<file path="config.mk">
export PLATFORM = sky130hd
export DESIGN_NAME = lvds_panel_seq
export DESIGN_NICKNAME = d
export VERILOG_FILES = /design/src/rtl/lvds_panel_seq_pkg.sv /design/src/rtl/lvds_panel_seq_raster.sv /design/src/rtl/lvds_panel_seq.sv
export SDC_FILE = /design/constraint.sdc
export NUM_CORES = 1
export LEC_CHECK = 0
export BUFFER_PORTS_ARGS = -buffer_cell sky130_fd_sc_hd__buf_4
export CORE_MARGIN = 2
export CORE_UTILIZATION = 45
export CTS_BUF_LIST = sky130_fd_sc_hd__clkbuf_16
export CTS_CLUSTER_SIZE = 16
export DETAILED_ROUTE_END_ITERATION = 8
export PLACE_DENSITY = 0.71
export SYNTH_ARGS = -nofsm -noshare
export SYNTH_HDL_FRONTEND = slang
export SYNTH_SLANG_ARGS = --single-unit
</file>
<file path="constraint.sdc">
create_clock -name clk -period 2.7 [get_ports clk]
set_clock_uncertainty 0.05 [all_clocks]
set_input_delay 0.135 -clock clk [delete_from_list [all_inputs] [get_ports clk]]
set_output_delay 0.135 -clock clk [all_outputs]
set_load 0.01 [all_outputs]
</file>
<file path="src/rtl/lvds_panel_seq_pkg.sv">
// Shared definitions for the LVDS panel sequencer: FSM encodings, raster widths,
// default panel geometry and total-count derivation.
package lvds_panel_seq_pkg;

    typedef enum logic [2:0] {
        ST_OFF        = 3'd0,
        ST_WAIT_LOCK  = 3'd1,
        ST_PANEL_UP   = 3'd2,
        ST_VIDEO_UP   = 3'd3,
        ST_RUN        = 3'd4,
        ST_BL_DOWN    = 3'd5,
        ST_VIDEO_DOWN = 3'd6
    } state_e;

    localparam int POS_W  = 11;
    localparam int ADDR_W = 13;

    localparam int DEF_SCREEN_X = 1366;
    localparam int DEF_SCREEN_Y = 768;
    localparam int DEF_HBLANK   = 50;
    localparam int DEF_VBLANK   = 12;
    localparam int DEF_H_FP     = 8;
    localparam int DEF_HSYNC_W  = 16;
    localparam int DEF_V_FP     = 2;
    localparam int DEF_VSYNC_W  = 4;
    localparam int DEF_WIN_W    = 90;
    localparam int DEF_WIN_H    = 90;
    localparam int DEF_PWR_DLY  = 1024;

    // Total pixels per line or lines per frame: active region plus blanking.
    function automatic int raster_total(input int active, input int blank);
        return active + blank;
    endfunction

endpackage

</file>
<file path="src/rtl/lvds_panel_seq_raster.sv">
// Raster counter: x/y position, syncs, data enable, frame pulse and image-window
// address. All outputs are registered and describe the position presented that cycle.
module lvds_panel_seq_raster
    import lvds_panel_seq_pkg::*;
#(
    parameter int SCREEN_X = DEF_SCREEN_X,
    parameter int SCREEN_Y = DEF_SCREEN_Y,
    parameter int HBLANK   = DEF_HBLANK,
    parameter int VBLANK   = DEF_VBLANK,
    parameter int H_FP     = DEF_H_FP,
    parameter int HSYNC_W  = DEF_HSYNC_W,
    parameter int V_FP     = DEF_V_FP,
    parameter int VSYNC_W  = DEF_VSYNC_W,
    parameter int WIN_W    = DEF_WIN_W,
    parameter int WIN_H    = DEF_WIN_H
) (
    input  logic              clk,
    input  logic              rst,
    input  logic              run_i,
    output logic [POS_W-1:0]  x_o,
    output logic [POS_W-1:0]  y_o,
    output logic              hsync_o,
    output logic              vsync_o,
    output logic              de_o,
    output logic              frame_start_o,
    output logic              win_valid_o,
    output logic [ADDR_W-1:0] win_addr_o
);

    localparam logic [POS_W-1:0] H_LAST   = POS_W'(raster_total(SCREEN_X, HBLANK) - 1);
    localparam logic [POS_W-1:0] V_LAST   = POS_W'(raster_total(SCREEN_Y, VBLANK) - 1);
    localparam logic [POS_W-1:0] SX       = POS_W'(SCREEN_X);
    localparam logic [POS_W-1:0] SY       = POS_W'(SCREEN_Y);
    localparam logic [POS_W-1:0] HS_START = POS_W'(SCREEN_X + H_FP);
    localparam logic [POS_W-1:0] HS_END   = POS_W'(SCREEN_X + H_FP + HSYNC_W);
    localparam logic [POS_W-1:0] VS_START = POS_W'(SCREEN_Y + V_FP);
    localparam logic [POS_W-1:0] VS_END   = POS_W'(SCREEN_Y + V_FP + VSYNC_W);
    localparam logic [POS_W-1:0] WW       = POS_W'(WIN_W);
    localparam logic [POS_W-1:0] WH       = POS_W'(WIN_H);

    logic              active_q;
    logic [POS_W-1:0]  x_q, x_d, y_q, y_d;
    logic              hs_q, hs_d, vs_q, vs_d, de_q, de_d;
    logic              fs_q, fs_d, wv_q, wv_d;
    logic [ADDR_W-1:0] addr_q, addr_d;

    // The first enabled cycle presents (0,0); the counters advance only once
    // the raster was already running on the previous cycle.
    always_comb begin
        x_d = '0;
        y_d = '0;
        if (run_i && active_q) begin
            if (x_q == H_LAST) begin
                x_d = '0;
                y_d = (y_q == V_LAST) ? '0 : y_q + POS_W'(1);
            end else begin
                x_d = x_q + POS_W'(1);
                y_d = y_q;
            end
        end

        de_d = run_i && (x_d < SX) && (y_d < SY);
        hs_d = !(run_i && (x_d >= HS_START) && (x_d < HS_END));
        vs_d = !(run_i && (y_d >= VS_START) && (y_d < VS_END));
        fs_d = run_i && (x_d == '0) && (y_d == '0);
        wv_d = run_i && (x_d < WW) && (y_d < WH);

        // Window address steps after every window pixel and holds elsewhere,
        // so it equals y*WIN_W+x on each window pixel.
        if (!run_i || fs_d) begin
            addr_d = '0;
        end else if (wv_q) begin
            addr_d = addr_q + ADDR_W'(1);
        end else begin
            addr_d = addr_q;
        end
    end

    always_ff @(posedge clk) begin
        if (rst) begin
            active_q <= 1'b0;
            x_q      <= '0;
            y_q      <= '0;
            hs_q     <= 1'b1;
            vs_q     <= 1'b1;
            de_q     <= 1'b0;
            fs_q     <= 1'b0;
            wv_q     <= 1'b0;
            addr_q   <= '0;
        end else begin
            active_q <= run_i;
            x_q      <= x_d;
            y_q      <= y_d;
            hs_q     <= hs_d;
            vs_q     <= vs_d;
            de_q     <= de_d;
            fs_q     <= fs_d;
            wv_q     <= wv_d;
            addr_q   <= addr_d;
        end
    end

    assign x_o           = x_q;
    assign y_o           = y_q;
    assign hsync_o       = hs_q;
    assign vsync_o       = vs_q;
    assign de_o          = de_q;
    assign frame_start_o = fs_q;
    assign win_valid_o   = wv_q;
    assign win_addr_o    = addr_q;

endmodule

</file>
<file path="src/rtl/lvds_panel_seq.sv">
// Panel power sequencer and raster controller: waits for DCM lock, steps the panel,
// LVDS and backlight enables in order, and runs the raster while LVDS is enabled.
module lvds_panel_seq
    import lvds_panel_seq_pkg::*;
#(
    parameter int SCREEN_X = DEF_SCREEN_X,
    parameter int SCREEN_Y = DEF_SCREEN_Y,
    parameter int HBLANK   = DEF_HBLANK,
    parameter int VBLANK   = DEF_VBLANK,
    parameter int H_FP     = DEF_H_FP,
    parameter int HSYNC_W  = DEF_HSYNC_W,
    parameter int V_FP     = DEF_V_FP,
    parameter int VSYNC_W  = DEF_VSYNC_W,
    parameter int WIN_W    = DEF_WIN_W,
    parameter int WIN_H    = DEF_WIN_H,
    parameter int PWR_DLY  = DEF_PWR_DLY
) (
    input  logic              clk,
    input  logic              rst,
    input  logic              locked,
    output logic              panel_en,
    output logic              lvds_en,
    output logic              bl_en,
    output logic              hsync,
    output logic              vsync,
    output logic              de,
    output logic [POS_W-1:0]  x,
    output logic [POS_W-1:0]  y,
    output logic              frame_start,
    output logic              win_valid,
    output logic [ADDR_W-1:0] win_addr,
    output logic [2:0]        state
);

    localparam int               CNT_W    = $clog2(PWR_DLY + 1);
    localparam logic [CNT_W-1:0] CNT_LAST = CNT_W'(PWR_DLY - 1);

    state_e           state_q, state_d;
    logic [CNT_W-1:0] cnt_q, cnt_d;
    logic             panel_q, panel_d, lvds_q, lvds_d, bl_q, bl_d;
    logic             dly_done;

    assign dly_done = (cnt_q == CNT_LAST);

    // Delay counter is cleared on every state change; each timed state leaves
    // after exactly PWR_DLY cycles. Lock loss only matters on the way up or in RUN.
    always_comb begin
        state_d = state_q;
        cnt_d   = '0;
        panel_d = panel_q;
        lvds_d  = lvds_q;
        bl_d    = bl_q;
        case (state_q)
            ST_OFF: begin
                state_d = ST_WAIT_LOCK;
                panel_d = 1'b0;
                lvds_d  = 1'b0;
                bl_d    = 1'b0;
            end
            ST_WAIT_LOCK: begin
                panel_d = 1'b0;
                lvds_d  = 1'b0;
                bl_d    = 1'b0;
                if (locked) begin
                    state_d = ST_PANEL_UP;
                    panel_d = 1'b1;
                end
            end
            ST_PANEL_UP: begin
                if (!locked) begin
                    state_d = ST_BL_DOWN;
                    bl_d    = 1'b0;
                end else if (dly_done) begin
                    state_d = ST_VIDEO_UP;
                    lvds_d  = 1'b1;
                end else begin
                    cnt_d = cnt_q + CNT_W'(1);
                end
            end
            ST_VIDEO_UP: begin
                if (!locked) begin
                    state_d = ST_BL_DOWN;
                    bl_d    = 1'b0;
                end else if (dly_done) begin
                    state_d = ST_RUN;
                    bl_d    = 1'b1;
                end else begin
                    cnt_d = cnt_q + CNT_W'(1);
                end
            end
            ST_RUN: begin
                if (!locked) begin
                    state_d = ST_BL_DOWN;
                    bl_d    = 1'b0;
                end
            end
            ST_BL_DOWN: begin
                if (dly_done) begin
                    state_d = ST_VIDEO_DOWN;
                    lvds_d  = 1'b0;
                end else begin
                    cnt_d = cnt_q + CNT_W'(1);
                end
            end
            ST_VIDEO_DOWN: begin
                if (dly_done) begin
                    state_d = ST_WAIT_LOCK;
                    panel_d = 1'b0;
                end else begin
                    cnt_d = cnt_q + CNT_W'(1);
                end
            end
            default: begin
                state_d = ST_OFF;
                panel_d = 1'b0;
                lvds_d  = 1'b0;
                bl_d    = 1'b0;
            end
        endcase
    end

    always_ff @(posedge clk) begin
        if (rst) begin
            state_q <= ST_OFF;
            cnt_q   <= '0;
            panel_q <= 1'b0;
            lvds_q  <= 1'b0;
            bl_q    <= 1'b0;
        end else begin
            state_q <= state_d;
            cnt_q   <= cnt_d;
            panel_q <= panel_d;
            lvds_q  <= lvds_d;
            bl_q    <= bl_d;
        end
    end

    // Raster follows the next-cycle LVDS enable so pixel (0,0) appears together
    // with the first cycle lvds_en reads 1.
    lvds_panel_seq_raster #(
        .SCREEN_X (SCREEN_X),
        .SCREEN_Y (SCREEN_Y),
        .HBLANK   (HBLANK),
        .VBLANK   (VBLANK),
        .H_FP     (H_FP),
        .HSYNC_W  (HSYNC_W),
        .V_FP     (V_FP),
        .VSYNC_W  (VSYNC_W),
        .WIN_W    (WIN_W),
        .WIN_H    (WIN_H)
    ) u_raster (
        .clk           (clk),
        .rst           (rst),
        .run_i         (lvds_d),
        .x_o           (x),
        .y_o           (y),
        .hsync_o       (hsync),
        .vsync_o       (vsync),
        .de_o          (de),
        .frame_start_o (frame_start),
        .win_valid_o   (win_valid),
        .win_addr_o    (win_addr)
    );

    assign panel_en = panel_q;
    assign lvds_en  = lvds_q;
    assign bl_en    = bl_q;
    assign state    = state_q;

endmodule

</file>
Word-level counts from Yosys, hierarchy flattened
Index checks and enable logic that the tools add are counted.

Flip-flop bits (word level): 57. Input port bits: 3. Output and inout port bits: 46.

Add/sub/neg operators: 4. Magnitude comparators: 8. Equality and inequality tests: 16. Mux-type cells: 28. Bitwise gates (word level): 2. Reduce and logical (&&, ||, !) cells: 27.

Operator list (count): $mux 11 (7); $add 11x1->11 const B (3); $mux 3 (8); $eq 11x10->1 const B (2); $logic_not 11->1 (2); $lt 11x10->1 const B (2); $lt 11x11->1 const B (2); $lt 11x7->1 const B (2); $pmux 11 s2 (1); $pmux 3 s7 (1); $add 13x1->13 const B (1); $eq 11x11->1 const B (1); $ge 11x10->1 const B (1); $ge 11x11->1 const B (1); $logic_and 1x1->1 (11); $ne 2x2->1 const B (5); $eq 3x3->1 const B (3); $pmux 1 s3 (3); $mux 1 (8); $reduce_or 2->1 (4); $eq 3x2->1 const B (2); $ne 3x3->1 const B (2); $reduce_and 6->1 (1); $reduce_or 4->1 (1); 8 further kinds (11).

Depth between registers and ports, before layout
Word-level depth: 11. Mapped depth: 10. Gate-level depth less buffers: 8.

By module
A second synthesis with hierarchy kept.

Cells, all modules: 422. Area, all modules: 3523.4 um^2.

Modules (own cells, without submodules): lvds_panel_seq_raster (instances 1, cells an instance 316, area each 2593.7 um^2); lvds_panel_seq (instances 1, cells an instance 106, area each 929.6 um^2).

Worst setup path before layout
Ideal clock, no wire load.

Path type: flip-flop to flip-flop. Start: register u_raster.x_q[0], in the netlist u_raster.x_o[0]. End: register u_raster.addr_q[7], in the netlist u_raster.win_addr_o[7]. Library setup time: 0.115 ns. Arrival: 2.547 ns. Data required time: 2.535 ns. Path slack: -0.012 ns. Cell stages (with the launch flop): 11. Path buffers: 2. Path through: dfxtp_1 -> ha_1 -> nor4b_4 -> nand4_1 -> buf_6 -> nor4_4 -> a21oi_2 -> o41a_1 -> o31ai_4 -> buf_6 -> nor2_2.

Word-level cells in the longest chain between the ends: 8.

RTL lines: from (decl) (RTL line lvds_panel_seq_raster.sv:42) `logic [POS_W-1:0] x_q, x_d, y_q, y_d;`; from (signal assigned) (RTL line lvds_panel_seq_raster.sv:82) `x_q <= '0;`; from (signal assigned) (RTL line lvds_panel_seq_raster.sv:92) `x_q <= x_d;`; $add 11x1->11 or $eq 11x11->1 (tied branches) (RTL line lvds_panel_seq_raster.sv:57, lvds_panel_seq_raster.sv:53); $mux 11 (RTL line lvds_panel_seq_raster.sv:53) `if (x_q == H_LAST) begin`; $mux 11 (RTL line lvds_panel_seq_raster.sv:52) `if (run_i && active_q) begin`; $logic_not 11->1 (RTL line lvds_panel_seq_raster.sv:65) `fs_d = run_i && (x_d == '0) && (y_d == '0);`; $logic_and 1x1->1 (RTL line lvds_panel_seq_raster.sv:65); $logic_and 1x1->1 * (RTL line lvds_panel_seq_raster.sv:65); $logic_or 1x1->1 * (RTL line lvds_panel_seq_raster.sv:70) `if (!run_i || fs_d) begin`; $reduce_or 2->1 (no line) *; to (signal assigned) (RTL line lvds_panel_seq_raster.sv:99) `addr_q <= addr_d;`; to (decl) (RTL line lvds_panel_seq_raster.sv:45) `logic [ADDR_W-1:0] addr_q, addr_d;`.

Mark *: on every way between the ends. The rest lies on a longest branch, timed or not. A chain may end at the register's enable or synchronous reset.

Worst setup path in the final report
Start: register cnt_q[0]. End: register u_raster.hs_q, in the netlist u_raster.hsync_o.

Word-level cells in the longest chain between the ends: 10.

RTL lines: from (decl) (RTL line lvds_panel_seq.sv:39) `logic [CNT_W-1:0] cnt_q, cnt_d;`; from (signal assigned) (RTL line lvds_panel_seq.sv:131) `cnt_q <= cnt_d;`; $eq 11x10->1 * (RTL line lvds_panel_seq.sv:43) `assign dly_done = (cnt_q == CNT_LAST);`; $mux 1 (RTL line lvds_panel_seq.sv:73) `end else if (dly_done) begin`; $mux 1 (RTL line lvds_panel_seq.sv:70) `if (!locked) begin`; $pmux 1 s3 * (RTL line lvds_panel_seq.sv:53) `case (state_q)`; $logic_and 1x1->1 (RTL line lvds_panel_seq_raster.sv:52); $mux 11 (RTL line lvds_panel_seq_raster.sv:52); $ge 11x11->1 (RTL line lvds_panel_seq_raster.sv:63) `hs_d = !(run_i && (x_d >= HS_START) && (x_d < HS_END));`; $logic_and 1x1->1 (RTL line lvds_panel_seq_raster.sv:63); $logic_and 1x1->1 * (RTL line lvds_panel_seq_raster.sv:63); $logic_not 1->1 * (RTL line lvds_panel_seq_raster.sv:63); to (signal assigned) (RTL line lvds_panel_seq_raster.sv:94) `hs_q <= hs_d;`; to (decl) (RTL line lvds_panel_seq_raster.sv:43) `logic hs_q, hs_d, vs_q, vs_d, de_q, de_d;`.

Marked as above.

==> impl_metrics.json <==
{
  "rsz0062_at_grt": "no",
  "hold_violations": 0,
  "syn-mean-instance-area_um2": 8.27,
  "finalSetupTns_ns": 0,
  "synthArstFlopShare": 0,
  "setup_violations": 0,
  "cap_violations": 0,
  "grt_pass1_wl_um": 13300,
  "gr-total-overflow": 0,
  "vias_per_cell": 5.42,
  "setup_ws_ns": 0.136,
  "yosysSeqAreaShare": 0.358,
  "fmax_mhz": 390,
  "pre_cts_slack_ns": 0.136,
  "fp.dieH_um": 88.2,
  "whs_ns": 0.0548,
  "cts_buffer_depth": 2,
  "cts_tree": "built",
  "clock_sinks": 57,
  "grt_usage": 0.220,
  "synth.net_count": 393,
  "crit_fanout": 4,
  "synthCells": 386,
  "insertion_delay_ns": 0.33,
  "synth_seq_cells": 57,
  "fin_crit_ns": 2.56,
  "detail_route.wl_per_cell_um": 14.2,
  "dr.pass1.iters": 4,
  "worstPathRequired_ns": 2.86,
  "outcome": "finished clean",
  "tightest_slew_ns": 0.434,
  "ys_types": 62,
  "grt_pass1_vias": 2885,
  "gp_congestion": 0.825,
  "grt_max_degree": 19,
  "cts-root-buf": "clkbuf_16",
  "irDropWorstVdd_mv": 0.324,
  "fin_crit_sh": 0.950,
  "start_util": 0.467,
  "die_w_um": 88.2,
  "io_pins": 49,
  "num_antenna_cells": 0,
  "io_buffers": 48,
  "ys_warn_count": 0,
  "hpwl_um": 5740,
  "ys.flop_type": "dfxtp_1",
  "slew-limit-headroom": 0.708,
  "cp-end-kind": "register",
  "area_growth_pct": 29.4,
  "crit_type": "reg2reg",
  "coreArea_um2": 6830,
  "antenna_found_initial": 0,
  "cp-start-kind": "register",
  "drtIter0Drc": 184,
  "rows": 30,
  "drive_gt1_frac": 0.264,
  "ctsHoldBuffers": 0,
  "p_per_area_nw_per_um2": 513,
  "worstPathArrival_ns": 2.72,
  "path_clk_slew_ns": 0.05,
  "drc": 0,
  "ant_nets": 0,
  "vias": 3005,
  "synthesis.area_um2": 3190,
  "numCtsBuffers": 9,
  "drt_wl_total_um": 7890,
  "synth-edff-count": 0,
  "power.leakage_nw": 1.54,
  "h-tree-depth": 3,
  "fin_nets": 460,
  "die-area_um2": 7780,
  "min-delay-path-class": "in2reg",
  "maxSlewViolCount": 0
}
-- layout by cell type (no fill, tap or decap), drive strengths merged, types with 2 or more instances in the layout --
| cell type | Yosys | final |
|---|---|---|
| nand3 | 15 | 15 |
| or4 | 2 | 2 |
| o21ai | 12 | 12 |
| clkinv | 0 | 4 |
| a21o | 2 | 2 |
| nor3 | 13 | 13 |
| and4 | 3 | 3 |
| nor4b | 2 | 2 |
| buf | 9 | 79 |
| o21a | 4 | 4 |
| nor2b | 5 | 5 |
| or3 | 3 | 3 |
| xnor2 | 16 | 16 |
| and4bb | 2 | 2 |
| inv | 4 | 4 |
| xor2 | 30 | 30 |
| a21oi | 16 | 16 |
| clkbuf | 14 | 9 |
| dfxtp | 57 | 57 |
| ha | 4 | 4 |
| o31a | 2 | 2 |
| and3 | 5 | 5 |
| a2111oi | 2 | 2 |
| nand4 | 12 | 12 |
| o22ai | 3 | 3 |
| nor4 | 7 | 7 |
| nand2b | 3 | 3 |
| o31ai | 3 | 3 |
| nor2 | 65 | 65 |
| a31oi | 5 | 5 |
| or2 | 2 | 2 |
| nand3b | 3 | 3 |
| and2 | 3 | 3 |
| nor4bb | 2 | 2 |
| bufinv | 0 | 2 |
| mux2i | 2 | 2 |
| nand2 | 40 | 40 |
-- critical path, stage by stage (launching register included) --
cell and delay (ns):
dfxtp_1 0.37, ha_1 0.20, nand4_2 0.19, or4_4 0.53, or3_4 0.41, a21oi_4 0.22
o31ai_1 0.12, or3b_1 0.35
-- cell usage after synthesis (all sizes together), types with 4 or more instances --
library cell  count  share of area
nor2             65          0.085
and3              5         0.0098
nor3             13          0.020
xnor2            16          0.044
nand4            12          0.025
nor2b             5         0.0098
buf               9          0.020
o21a              4         0.0094
clkbuf           14          0.016
a31oi             5         0.0098
dfxtp            57           0.36
xor2             30          0.082
nor4              7          0.023
nand2            40          0.047
nand3            15          0.024
o21ai            12          0.019
a21oi            16          0.030
ha                4          0.016
inv               4         0.0047
-- registers in the layout (all words and copies together) (netlist names), 3 cells and up --
name and flops:
state 3, u_raster.x_o 11, u_raster.win_addr_o 13, cnt_q 11
u_raster.y_o 11
-- report_power, final --
group	total, mW	internal (mW)	switching [mW]
clock network	1.21	0.806	0.406
logic	0.0570	0.0237	0.0333
registers	0.851	0.846	0.00410
-- logic make-up after synthesis --
| logic type | Yosys count | synth area share |
|---|---|---|
| compound gates | 59 | 0.131 |
| fa+ha+maj | 4 | 0.0157 |
| simple gates | 190 | 0.319 |
| flops | 57 | 0.358 |
| xor+xnor | 46 | 0.126 |
| buf+inv | 27 | 0.0408 |
| mux | 3 | 0.00980 |
-- through the flow --
stage	instances	total power, mW	cell area [um^2]	util
after floorplan	386	0.904	3190	-
after global placement	538	0.923	3800	0.557
after detailed placement	538	0.925	3800	0.557
after CTS	554	2.14	4130	0.604
after global routing	554	2.18	4130	0.604
final	554	2.12	4130	0.604
-- repair_timing --
action                                  CTS  global route
gates resized for setup                   0             1
endpoints found under the hold margin     0             0
endpoints found under the setup margin    0             1
setup buffers                             0             0
-- layout make-up --
cell class              instances  area, um^2
flip-flops and latches         57        1140
fillers                       607        2700
multi-input cells             302        1930
clock buffers                   9         225
clock inverters                 7        95.1
repair buffers                 79         606
well taps                      96         120
inverters                       4        15.0
-- final timing paths --
kind / start / to / slack [ns] / cells past startpoint
setup / recovery: cnt_q[0] / u_raster.hsync_o / 0.14 / 7
hold / removal: rst / state[0] / 0.05 / 2
setup reg to reg: cnt_q[0] / u_raster.hsync_o / 0.14 / 7
hold reg to reg: cnt_q[0] / cnt_q[0] / 0.42 / 1
-- per-layer routing --
metal / GRT usage / vias to the layer above / share of wire
met5: 0 / - / 0
met4: 0.0854 / 0 / 0.017
met3: 0.0625 / 16 / 0.051
met2: 0.356 / 78 / 0.49
met1: 0.278 / 1418 / 0.44
li1: - / 1493 / -
(Power assumes the default switching activity.)
